[src/rtl/fft32_pkg.sv]
// fft32_pkg: shared constants, types and address helpers for the 32-point FFT sequencer
package fft32_pkg;
  localparam int N = 32;
  localparam int LOG2N = 5;
  localparam int BFLY_PER_STAGE = 16;
  typedef enum logic [2:0] {IDLE, LOAD, RUN, DRAIN, DONE} seq_state_t;
  typedef logic [4:0] addr_t;
  typedef logic [3:0] tw_t;
  function automatic addr_t bitrev5(addr_t x);
    return {x[0], x[1], x[2], x[3], x[4]};
  endfunction
  function automatic addr_t bf_half(logic [2:0] s);
    return addr_t'(1) << s;
  endfunction
  // a = grp*2*half + pos, with grp = k>>s and pos = k & (half-1)
  function automatic addr_t bf_addr_a(logic [2:0] s, logic [3:0] k);
    addr_t kk = {1'b0, k};
    return ((kk >> s) << (s + 3'd1)) | (kk & (bf_half(s) - 5'd1));
  endfunction
  function automatic addr_t bf_addr_b(logic [2:0] s, logic [3:0] k);
    return bf_addr_a(s, k) + bf_half(s);
  endfunction
  function automatic tw_t bf_tw(logic [2:0] s, logic [3:0] k);
    addr_t kk = {1'b0, k};
    return tw_t'((kk & (bf_half(s) - 5'd1)) << (3'd4 - s));
  endfunction
endpackage

[src/rtl/fft32_stage_sequencer_if.sv]
// fft32_stage_sequencer_if: frame/butterfly/result handshake bundle
// master = sequencer (drives control outputs), slave = datapath/consumer side.
interface fft32_stage_sequencer_if;
  import fft32_pkg::*;
  logic frame_valid;
  logic frame_ready;
  logic load_en;
  logic bf_valid;
  addr_t rd_addr_a;
  addr_t rd_addr_b;
  tw_t tw_idx;
  logic [2:0] stage;
  logic wr_en;
  addr_t wr_addr_a;
  addr_t wr_addr_b;
  logic scale;
  logic res_valid;
  logic res_ready;
  logic busy;
  modport master (
    input frame_valid, res_ready,
    output frame_ready, load_en, bf_valid, rd_addr_a, rd_addr_b, tw_idx, stage,
    wr_en, wr_addr_a, wr_addr_b, scale, res_valid, busy
  );
  modport slave (
    output frame_valid, res_ready,
    input frame_ready, load_en, bf_valid, rd_addr_a, rd_addr_b, tw_idx, stage,
    wr_en, wr_addr_a, wr_addr_b, scale, res_valid, busy
  );
endinterface

[src/rtl/fft32_wb_delay.sv]
// fft32_wb_delay: BF_LAT-deep shift register carrying {valid, addr_a, addr_b}
// Ports: clk_100, reset (async active-low clear), in_* (issue side), out_* (write-back side).
module fft32_wb_delay
  import fft32_pkg::*;
#(
  parameter int BF_LAT = 2
) (
  input  logic  clk_100,
  input  logic  reset,
  input  logic  in_valid,
  input  addr_t in_addr_a,
  input  addr_t in_addr_b,
  output logic  out_valid,
  output addr_t out_addr_a,
  output addr_t out_addr_b
);
  typedef struct packed {
    logic  v;
    addr_t a;
    addr_t b;
  } wb_t;
  wb_t sr [BF_LAT];
  always_ff @(posedge clk_100 or negedge reset) begin
    if (!reset) sr <= '{default: '0};
    else begin
      sr[0] <= {in_valid, in_addr_a, in_addr_b};
      for (int i = 1; i < BF_LAT; i++) sr[i] <= sr[i-1];
    end
  end
  assign {out_valid, out_addr_a, out_addr_b} = sr[BF_LAT-1];
endmodule

[src/rtl/fft32_stage_sequencer.sv]
// fft32_stage_sequencer: schedules 5 stages x 16 radix-2 butterflies for a 32-point DIT FFT
// Ports: clk_100, reset (async active-low), sif (master modport: frame handshake,
// butterfly issue, delayed write-back, result handshake, busy).
// Option: FFT_SEQ_SCALE_EN drives scale with bf_valid; otherwise scale is 0.
module fft32_stage_sequencer
  import fft32_pkg::*;
#(
  parameter int BF_LAT = 2
) (
  input logic clk_100,
  input logic reset,
  fft32_stage_sequencer_if.master sif
);
  localparam logic [3:0] KLAST = 4'(BFLY_PER_STAGE - 1);
  localparam logic [2:0] SLAST = 3'(LOG2N - 1);
  localparam logic [2:0] DLAST = 3'(BF_LAT - 1);
  seq_state_t state;
  logic [2:0] s_q, nxt_s, dcnt;
  logic [3:0] k_q, nxt_k;
  logic issue, frame_ready, load_en, bf_valid, res_valid, busy;
  addr_t ra, rb;
  tw_t tw;
  // (nxt_s, nxt_k) is the butterfly issued on this edge when issue is high
  always_comb begin
    nxt_s = (state == DRAIN) ? s_q + 3'd1 : (state == RUN) ? s_q : 3'd0;
    nxt_k = (state == RUN) ? k_q + 4'd1 : 4'd0;
    issue = (state == LOAD) || (state == RUN && k_q != KLAST) ||
            (state == DRAIN && dcnt == DLAST && s_q != SLAST);
  end
  always_ff @(posedge clk_100 or negedge reset) begin
    if (!reset) begin
      state <= IDLE;
      s_q <= '0;
      k_q <= '0;
      dcnt <= '0;
      ra <= '0;
      rb <= '0;
      tw <= '0;
      frame_ready <= 1'b1;
      load_en <= 1'b0;
      bf_valid <= 1'b0;
      res_valid <= 1'b0;
      busy <= 1'b0;
    end else begin
      load_en <= state == IDLE && sif.frame_valid;
      bf_valid <= issue;
      if (issue) begin
        s_q <= nxt_s;
        k_q <= nxt_k;
        ra <= bf_addr_a(nxt_s, nxt_k);
        rb <= bf_addr_b(nxt_s, nxt_k);
        tw <= bf_tw(nxt_s, nxt_k);
      end
      unique case (state)
        IDLE: if (sif.frame_valid) begin
          state <= LOAD;
          frame_ready <= 1'b0;
          busy <= 1'b1;
        end
        LOAD: state <= RUN;
        RUN: if (k_q == KLAST) begin
          state <= DRAIN;
          dcnt <= '0;
        end
        // the drain lets the last write of this stage land before the next stage reads
        DRAIN: if (dcnt != DLAST) dcnt <= dcnt + 3'd1;
        else if (s_q != SLAST) state <= RUN;
        else begin
          state <= DONE;
          res_valid <= 1'b1;
        end
        DONE: if (sif.res_ready) begin
          state <= IDLE;
          res_valid <= 1'b0;
          busy <= 1'b0;
          frame_ready <= 1'b1;
        end
        default: state <= IDLE;
      endcase
    end
  end
  fft32_wb_delay #(.BF_LAT(BF_LAT)) u_wb (
    .clk_100(clk_100),
    .reset(reset),
    .in_valid(bf_valid),
    .in_addr_a(ra),
    .in_addr_b(rb),
    .out_valid(sif.wr_en),
    .out_addr_a(sif.wr_addr_a),
    .out_addr_b(sif.wr_addr_b)
  );
  assign sif.frame_ready = frame_ready;
  assign sif.load_en = load_en;
  assign sif.bf_valid = bf_valid;
  assign sif.rd_addr_a = ra;
  assign sif.rd_addr_b = rb;
  assign sif.tw_idx = tw;
  assign sif.stage = s_q;
  assign sif.res_valid = res_valid;
  assign sif.busy = busy;
`ifdef FFT_SEQ_SCALE_EN
  assign sif.scale = bf_valid;
`else
  assign sif.scale = 1'b0;
`endif
endmodule

[src/flat_wrapper.sv]
// flat-port wrapper written by rule: the top's interface ports become plain ports
module fft32_stage_sequencer_flat import fft32_pkg::*;
#(
  parameter int BF_LAT = 2
)
  (clk_100, reset, sif_frame_valid, sif_res_ready, sif_frame_ready, sif_load_en, sif_bf_valid, sif_rd_addr_a, sif_rd_addr_b, sif_tw_idx, sif_stage, sif_wr_en, sif_wr_addr_a, sif_wr_addr_b, sif_scale, sif_res_valid, sif_busy);
  fft32_stage_sequencer_if sif_i ();
  input logic clk_100;
  input logic reset;
  input wire logic [$bits(sif_i.frame_valid)-1:0] sif_frame_valid;
  input wire logic [$bits(sif_i.res_ready)-1:0] sif_res_ready;
  output wire logic [$bits(sif_i.frame_ready)-1:0] sif_frame_ready;
  output wire logic [$bits(sif_i.load_en)-1:0] sif_load_en;
  output wire logic [$bits(sif_i.bf_valid)-1:0] sif_bf_valid;
  output wire logic [$bits(sif_i.rd_addr_a)-1:0] sif_rd_addr_a;
  output wire logic [$bits(sif_i.rd_addr_b)-1:0] sif_rd_addr_b;
  output wire logic [$bits(sif_i.tw_idx)-1:0] sif_tw_idx;
  output wire logic [$bits(sif_i.stage)-1:0] sif_stage;
  output wire logic [$bits(sif_i.wr_en)-1:0] sif_wr_en;
  output wire logic [$bits(sif_i.wr_addr_a)-1:0] sif_wr_addr_a;
  output wire logic [$bits(sif_i.wr_addr_b)-1:0] sif_wr_addr_b;
  output wire logic [$bits(sif_i.scale)-1:0] sif_scale;
  output wire logic [$bits(sif_i.res_valid)-1:0] sif_res_valid;
  output wire logic [$bits(sif_i.busy)-1:0] sif_busy;
  assign sif_i.frame_valid = sif_frame_valid;
  assign sif_i.res_ready = sif_res_ready;
  assign sif_frame_ready = sif_i.frame_ready;
  assign sif_load_en = sif_i.load_en;
  assign sif_bf_valid = sif_i.bf_valid;
  assign sif_rd_addr_a = sif_i.rd_addr_a;
  assign sif_rd_addr_b = sif_i.rd_addr_b;
  assign sif_tw_idx = sif_i.tw_idx;
  assign sif_stage = sif_i.stage;
  assign sif_wr_en = sif_i.wr_en;
  assign sif_wr_addr_a = sif_i.wr_addr_a;
  assign sif_wr_addr_b = sif_i.wr_addr_b;
  assign sif_scale = sif_i.scale;
  assign sif_res_valid = sif_i.res_valid;
  assign sif_busy = sif_i.busy;
  fft32_stage_sequencer #(.BF_LAT(BF_LAT)) u_core (.clk_100(clk_100), .reset(reset), .sif(sif_i));
endmodule
[config.mk]
export PLATFORM = sky130hd
export DESIGN_NAME = fft32_stage_sequencer_flat
export DESIGN_NICKNAME = d
export VERILOG_FILES = /design/src/rtl/fft32_pkg.sv /design/src/rtl/fft32_stage_sequencer_if.sv /design/src/rtl/fft32_wb_delay.sv /design/src/rtl/fft32_stage_sequencer.sv /design/src/flat_wrapper.sv
export SDC_FILE = /design/constraint.sdc
export NUM_CORES = 1
export LEC_CHECK = 0
export ABC_CLOCK_PERIOD_IN_PS = 4500
export BUFFER_PORTS_ARGS = -buffer_cell sky130_fd_sc_hd__buf_2
export CORE_MARGIN = 1.5
export CORE_UTILIZATION = 29
export DETAILED_ROUTE_END_ITERATION = 12
export GPL_TIMING_DRIVEN = 0
export PLACE_DENSITY = 0.55
export SETUP_SLACK_MARGIN = 0.3
export SYNTH_ARGS = -nofsm -noshare
export SYNTH_HDL_FRONTEND = slang
export SYNTH_SLANG_ARGS = --single-unit
export TNS_END_PERCENT = 5
[constraint.sdc]
create_clock -name clk_100 -period 4.5 [get_ports clk_100]
set_input_delay 0.675 -clock clk_100 [delete_from_list [all_inputs] [get_ports clk_100]]
set_output_delay 0.675 -clock clk_100 [all_outputs]
set_load 0.02 [all_outputs]
# [Word level (Yosys, flattened, before mapping)]
# Cells that the tools add are included.
[word_totals] out_inout_bits=34 memories=0 mem_bits_ro=0 mem_bits_rw=0 in_bits=4 latchBits=0 regBits=54
[op_classes] n_lt_le_gt_ge=0 mul=0 n_div=0 n_reduce_logical=14 n_mux=21 add_sub_neg=7 eq_ne=15 n_shift=4 bitwise=2
[ops] op="two-way mux 3 bit" count=9
[ops] op="case mux 3 bit (5 select lines)" count=1
[ops] op="inequality test 2 bit, second input constant" count=6
[ops] op="adder 3 x 1 -> 3 bit, second input constant" count=3
[ops] op="AND reduction 4 bit" count=2
[ops] op="equality test 3 x 1 -> 1 bit, second input constant" count=2
[ops] op="equality test 3 x 2 -> 1 bit, second input constant" count=2
[ops] op="two-way mux 1 bit" count=6
[ops] op="case mux 1 bit (2 select lines)" count=3
[ops] op="case mux 3 bit (2 select lines)" count=1
[ops] op="AND reduction 3 bit" count=2
[ops] op="nonzero test 2 bit" count=3
[ops] op="adder 5 bit" count=1
[ops] op="bitwise AND 4 x 5 -> 5 bit" count=1
[ops] op="bitwise OR 5 bit" count=1
[ops] op="<< shifter 1 x 3 -> 5 bit, first input constant" count=1
[ops] op="<< shifter 5 x 3 -> 4 bit" count=1
[ops] op="<< shifter 5 x 3 -> 5 bit" count=1
[ops] op=">> shifter 4 x 3 -> 5 bit" count=1
[ops] op="subtractor 5 x 1 -> 5 bit, second input constant" count=1
[ops] op="adder 4 x 1 -> 4 bit, second input constant" count=1
[ops] op="equality test 4 bit, second input constant" count=1
[ops] op="logical AND 1 bit" count=4
[ops] op="two-way mux 4 bit" count=1
[ops] op="other kinds (7)" count=8

# [Longest topological paths before layout]
[depth] word_depth=8 depth_mapped=17

# [Modules after synthesis]
# From an unflattened synthesis, not the netlist that was laid out.
[unflattened] cells_unflattened=284 hier_area_um2=2856.5
[by_module_without_submodules] module="fft32_stage_sequencer" cells_per_inst=252 instances=1 area_per_inst_um2=2230.9 seq_area_each_um2=802.0
[by_module_without_submodules] module="fft32_wb_delay" cells_per_inst=32 instances=1 area_per_inst_um2=625.6 seq_area_each_um2=550.5

# [Worst setup path before layout]
# OpenSTA, ideal clock, no wires.
[synth_path] kind="register to register" startpoint="register u_core.s_q[0], in the netlist u_core.sif.stage[0]" endpoint="register u_core.rb[4], in the netlist u_core.sif.rd_addr_b[4]" n_path_buf=2 setup_time_ps=121 arrival_ps=3664 slack_ps=715 path_stages_with_launch=18 period_less_slack_ps=3785 required_ps=4379 path_cell_list="dfrtp_1 > buf_2 > inv_1 > ha_1 > mux2_2 > o21ai_1 > ha_1 > clkbuf_1 > nor2_1 > a31oi_1 > nor3_2 > ha_1 > fa_1 > a21o_1 > a21oi_1 > xnor2_1 > xnor2_1 > o21ai_1"
[synth_between] elab_chain_cells=7 elab_cells_between_ends=14 classes_between="4 x add/sub; 1 x eq/ne; 3 x shift; 2 x mux; 2 x bitwise; 2 x reduce/logical"
[synth_lines] element="from (decl)" line_no="fft32_stage_sequencer.sv:18" text="logic [2:0] s_q, nxt_s, dcnt;"
[synth_lines] element="from (signal assigned)" line_no="fft32_stage_sequencer.sv:48" text="s_q <= nxt_s;"
[synth_lines] element="adder 3 x 1 -> 3 bit or two-way mux 3 bit (tied branches)" line_no="fft32_stage_sequencer.sv:25" text="nxt_s = (state == DRAIN) ? s_q + 3'd1 : (state == RUN) ? s_q : 3'd0;"
[synth_lines] element="two-way mux 3 bit" line_no="fft32_stage_sequencer.sv:25"
[synth_lines] element="<< shifter 1 x 3 -> 5 bit" line_no="fft32_pkg.sv:13" text="return addr_t'(1) << s;"
[synth_lines] element="subtractor 5 x 1 -> 5 bit" line_no="fft32_pkg.sv:18" text="return ((kk >> s) << (s + 3'd1)) | (kk & (bf_half(s) - 5'd1));"
[synth_lines] element="bitwise AND 4 x 5 -> 5 bit" line_no="fft32_pkg.sv:18"
[synth_lines] element="bitwise OR 5 bit" line_no="fft32_pkg.sv:18"
[synth_lines] element="adder 5 bit" line_no="fft32_pkg.sv:21" text="return bf_addr_a(s, k) + bf_half(s);"
[synth_lines] element="to (signal assigned)" line_no="fft32_stage_sequencer.sv:51" text="rb <= bf_addr_b(nxt_s, nxt_k);"
[synth_lines] element="to (decl)" line_no="fft32_stage_sequencer.sv:21" text="addr_t ra, rb;"
# Several ways; a longest one is shown, not always the timed one.
# A chain may end at the register's enable or synchronous reset.

# [Final worst setup path]
# Same ends and word-level chain as after synthesis.

==> flow_summary.toml <==
[status]
status = "finished, final reports clean"

[floorplan]
initial_core_util = 0.304
dieArea_mm2 = 0.00987
core_area_mm2 = 0.00885
io_pins = 38
std_cell_rows = 34
die_w_um = 99.4
die_h_um = 99.4

[global_route]
antenna_found_initial = 0
track_usage = 0.120
grt_pass1_wl_um = 9340
grt_pass1_vias = 1832
grt_max_degree = 55
gr-total-overflow = 0

[synth]
yosys_register_bits = 54
synth.most_common_cell = "dfrtp_1"
syn_area_per_cell_um2 = 10.4
yosysTopAreaCellShare = 0.493
synth_ff_type = "dfrtp_1"
synthTopCellsByCount = "dfrtp_1 (53), nand2_1 (38), nor2_1 (20)"
syn_nets = 276
postSynthCellCount = 259
synth_edf_count = 0
synth_area_leaders = "dfrtp_1 (49%), ha_1 (5.6%), nand2_1 (5.3%), buf_4 (3.9%), nor2_1 (2.8%)"
yosysTopAreaCell = "dfrtp_1"
ys_seq_area_frac = 0.502
ys_warn_count = 0
syn-cell-area_mm2 = 0.00269
synth_cell_types = 53
async_reset_ff_frac = 1.00

[drt]
wl_per_cell_um = 13.4
drt-initial-drc-count = 65
dr.pass1.iters = 4
num_vias = 1895
vias_per_cell = 4.61
postRouteAntennaNets = 0
drc_errors = 0
wl_um = 5520

[setup_path]
cp_top_family = "adder cells"
path_class = "reg -> reg"
crit_buf_inv = 3
path_cells = "buf_2, inv_1, ha_1, mux2_2, o21ai_4, ha_1, clkbuf_2, nor2_1, a31oi_1, nor3_2, ha_1, fa_1, a21o_1, a21oi_1, xnor2_1, xnor2_1, o21ai_1"
crit_fanout = 10
cpPeakStageDelay_ns = 0.41
crit_slowest_cell = "dfrtp_1"
regToRegSetupSlack_ns = 0.61
worst-endpoint-arrival_ns = 4.09
reg2reg_depth = 17
crit_top_cell = "ha_1"
endpoint_kind = "flip-flop"
worstReg2RegEnd = "u_core.sif.rd_addr_b[4]"
cp-start-kind = "flip-flop"
crit-reg2reg-launch = "u_core.sif.stage[0]"
cp_data_required_time_ns = 4.70

[cts]
cts_hold_buf = 0
path_clk_slew_ns = 0.10
cts_root_buffer = "clkbuf_8"
cts_num_sinks = 54
htree_num_levels = 2
numCtsBuffers = 5
insertion_delay_ns = 0.31
cts_tree = "built"
cts_buffer_depth = 2

[job]
cap_violations = 0

[sta]
finalCritPeriodShare = 0.864
rsz0062_at_grt = "false"
skew_ns = 0.00680
tightest_slew_ns = 1.19
fin_crit_ns = 3.89
hold_viol_final = 0
relSlewSlack = 0.207
setup_tns_ns = 0
slew_viol_final = 0
max_freq_mhz = 257
setup_viol = 0

[worst_hold_path]
min_path_type = "reg -> reg"
hp-start = "u_core.u_wb.sr[18]"
hold-path-endpoint = "u_core.u_wb.out_addr_a[2]"
hold_depth = 0

[layout]
finalNetCount = 319
syn_to_final_growth_pct = 15.7
drive_gt1_frac = 0.277
diodes = 0

[placement]
dp_hpwl_um = 3940
place.gp.congestion = 0.820
io_buffer_count = 36
## worst register-to-register path, cell delays in order, from the launching register on
cell,delay (ns)
dfrtp_1,0.41
buf_2,0.23
inv_1,0.09
ha_1,0.35
mux2_2,0.32
o21ai_4,0.22
ha_1,0.20
clkbuf_2,0.22
nor2_1,0.10
a31oi_1,0.18
nor3_2,0.09
ha_1,0.21
fa_1,0.41
a21o_1,0.19
a21oi_1,0.17
xnor2_1,0.16
xnor2_1,0.15
o21ai_1,0.08
## cell usage in the layout, fill, tap and decap left out, types with 5 or more instances in the layout
cell type  instances
buf_4             14
clkbuf_8           5
nand3_1            7
nor2_1            20
dfrtp_1           53
o21ai_1            8
inv_1              6
nand2_1           38
ha_1              12
buf_2             38
a21oi_1           12
o21ai_0            8
xnor2_1            7
a31oi_1            5
## how the worst max path moves through the flow
| stage | start | to | depth (start not counted) |
|---|---|---|---|
| after floorplan | u_core.sif.stage[0] | u_core.sif.rd_addr_b[4] | 17 |
| after global placement | u_core.sif.stage[0] | u_core.sif.rd_addr_b[4] | 17 |
| after detailed placement | u_core.sif.stage[0] | u_core.sif.rd_addr_b[4] | 17 |
| after CTS | u_core.sif.stage[0] | u_core.sif.rd_addr_b[4] | 17 |
| after global routing | u_core.sif.stage[0] | u_core.sif.rd_addr_b[4] | 17 |
| final | u_core.sif.stage[0] | u_core.sif.rd_addr_b[4] | 17 |
## per-layer routing
metal / global-route usage / wire [um]
met3: 0.0267 / 248
met5: 0 / 0
met4: 0.0466 / 115
met2: 0.186 / 2510
met1: 0.164 / 2650
## flip-flops by register name, indices dropped and copies added, names as in the netlist, 3 cells and up
register                count
u_core.u_wb.out_addr_b      5
u_core.sif.stage            3
u_core.sif.rd_addr_b        5
u_core.state                3
u_core.u_wb.out_addr_a      5
u_core.sif.tw_idx           4
u_core.dcnt                 3
u_core.u_wb.sr             11
u_core.k_q                  4
u_core.sif.rd_addr_a        5
## timing repair
action | in CTS | in global routing
setup endpoints to repair | 1 | 1
resized for setup | 1 | 3
hold endpoints to repair | 0 | 0
setup buffers | 0 | 0
## cell type report
cell class                 instances  area, um^2
buffer                            24         176
clock buffer                       5        68.8
clock inverter                     3        25.0
fill                             911        5730
inverter                           7        31.3
multi-input combinational        174        1140
sequential                        54        1350
tap                              108         135
timing repair buffer              36         180
## kinds of logic after synthesis
| family | Yosys count | synth area share |
|---|---|---|
| mux | 8 | 0.0330 |
| xor+xnor | 11 | 0.0358 |
| fa+ha+maj | 13 | 0.0632 |
| simple gates | 92 | 0.171 |
| buf+inv | 31 | 0.0767 |
| other cells | 1 | 0.00139 |
| compound gates | 49 | 0.117 |
| flops | 54 | 0.502 |
## metrics by stage
stage                     cell area, um^2  std cells   util  hold slack, ns  worst slack [ns]
after global placement               3010        403  0.340           0.332             0.341
after global routing                 3110        411  0.352           0.347             0.358
after floorplan                      2690        259      -           0.331             0.715
after CTS                            3110        411  0.351           0.359             0.401
final                                3110        411  0.352           0.354             0.614
after detailed placement             3010        403  0.340           0.336             0.292
Power is not shown: default switching activity piles up to over one toggle a cycle in this logic, so the estimate is an artifact.
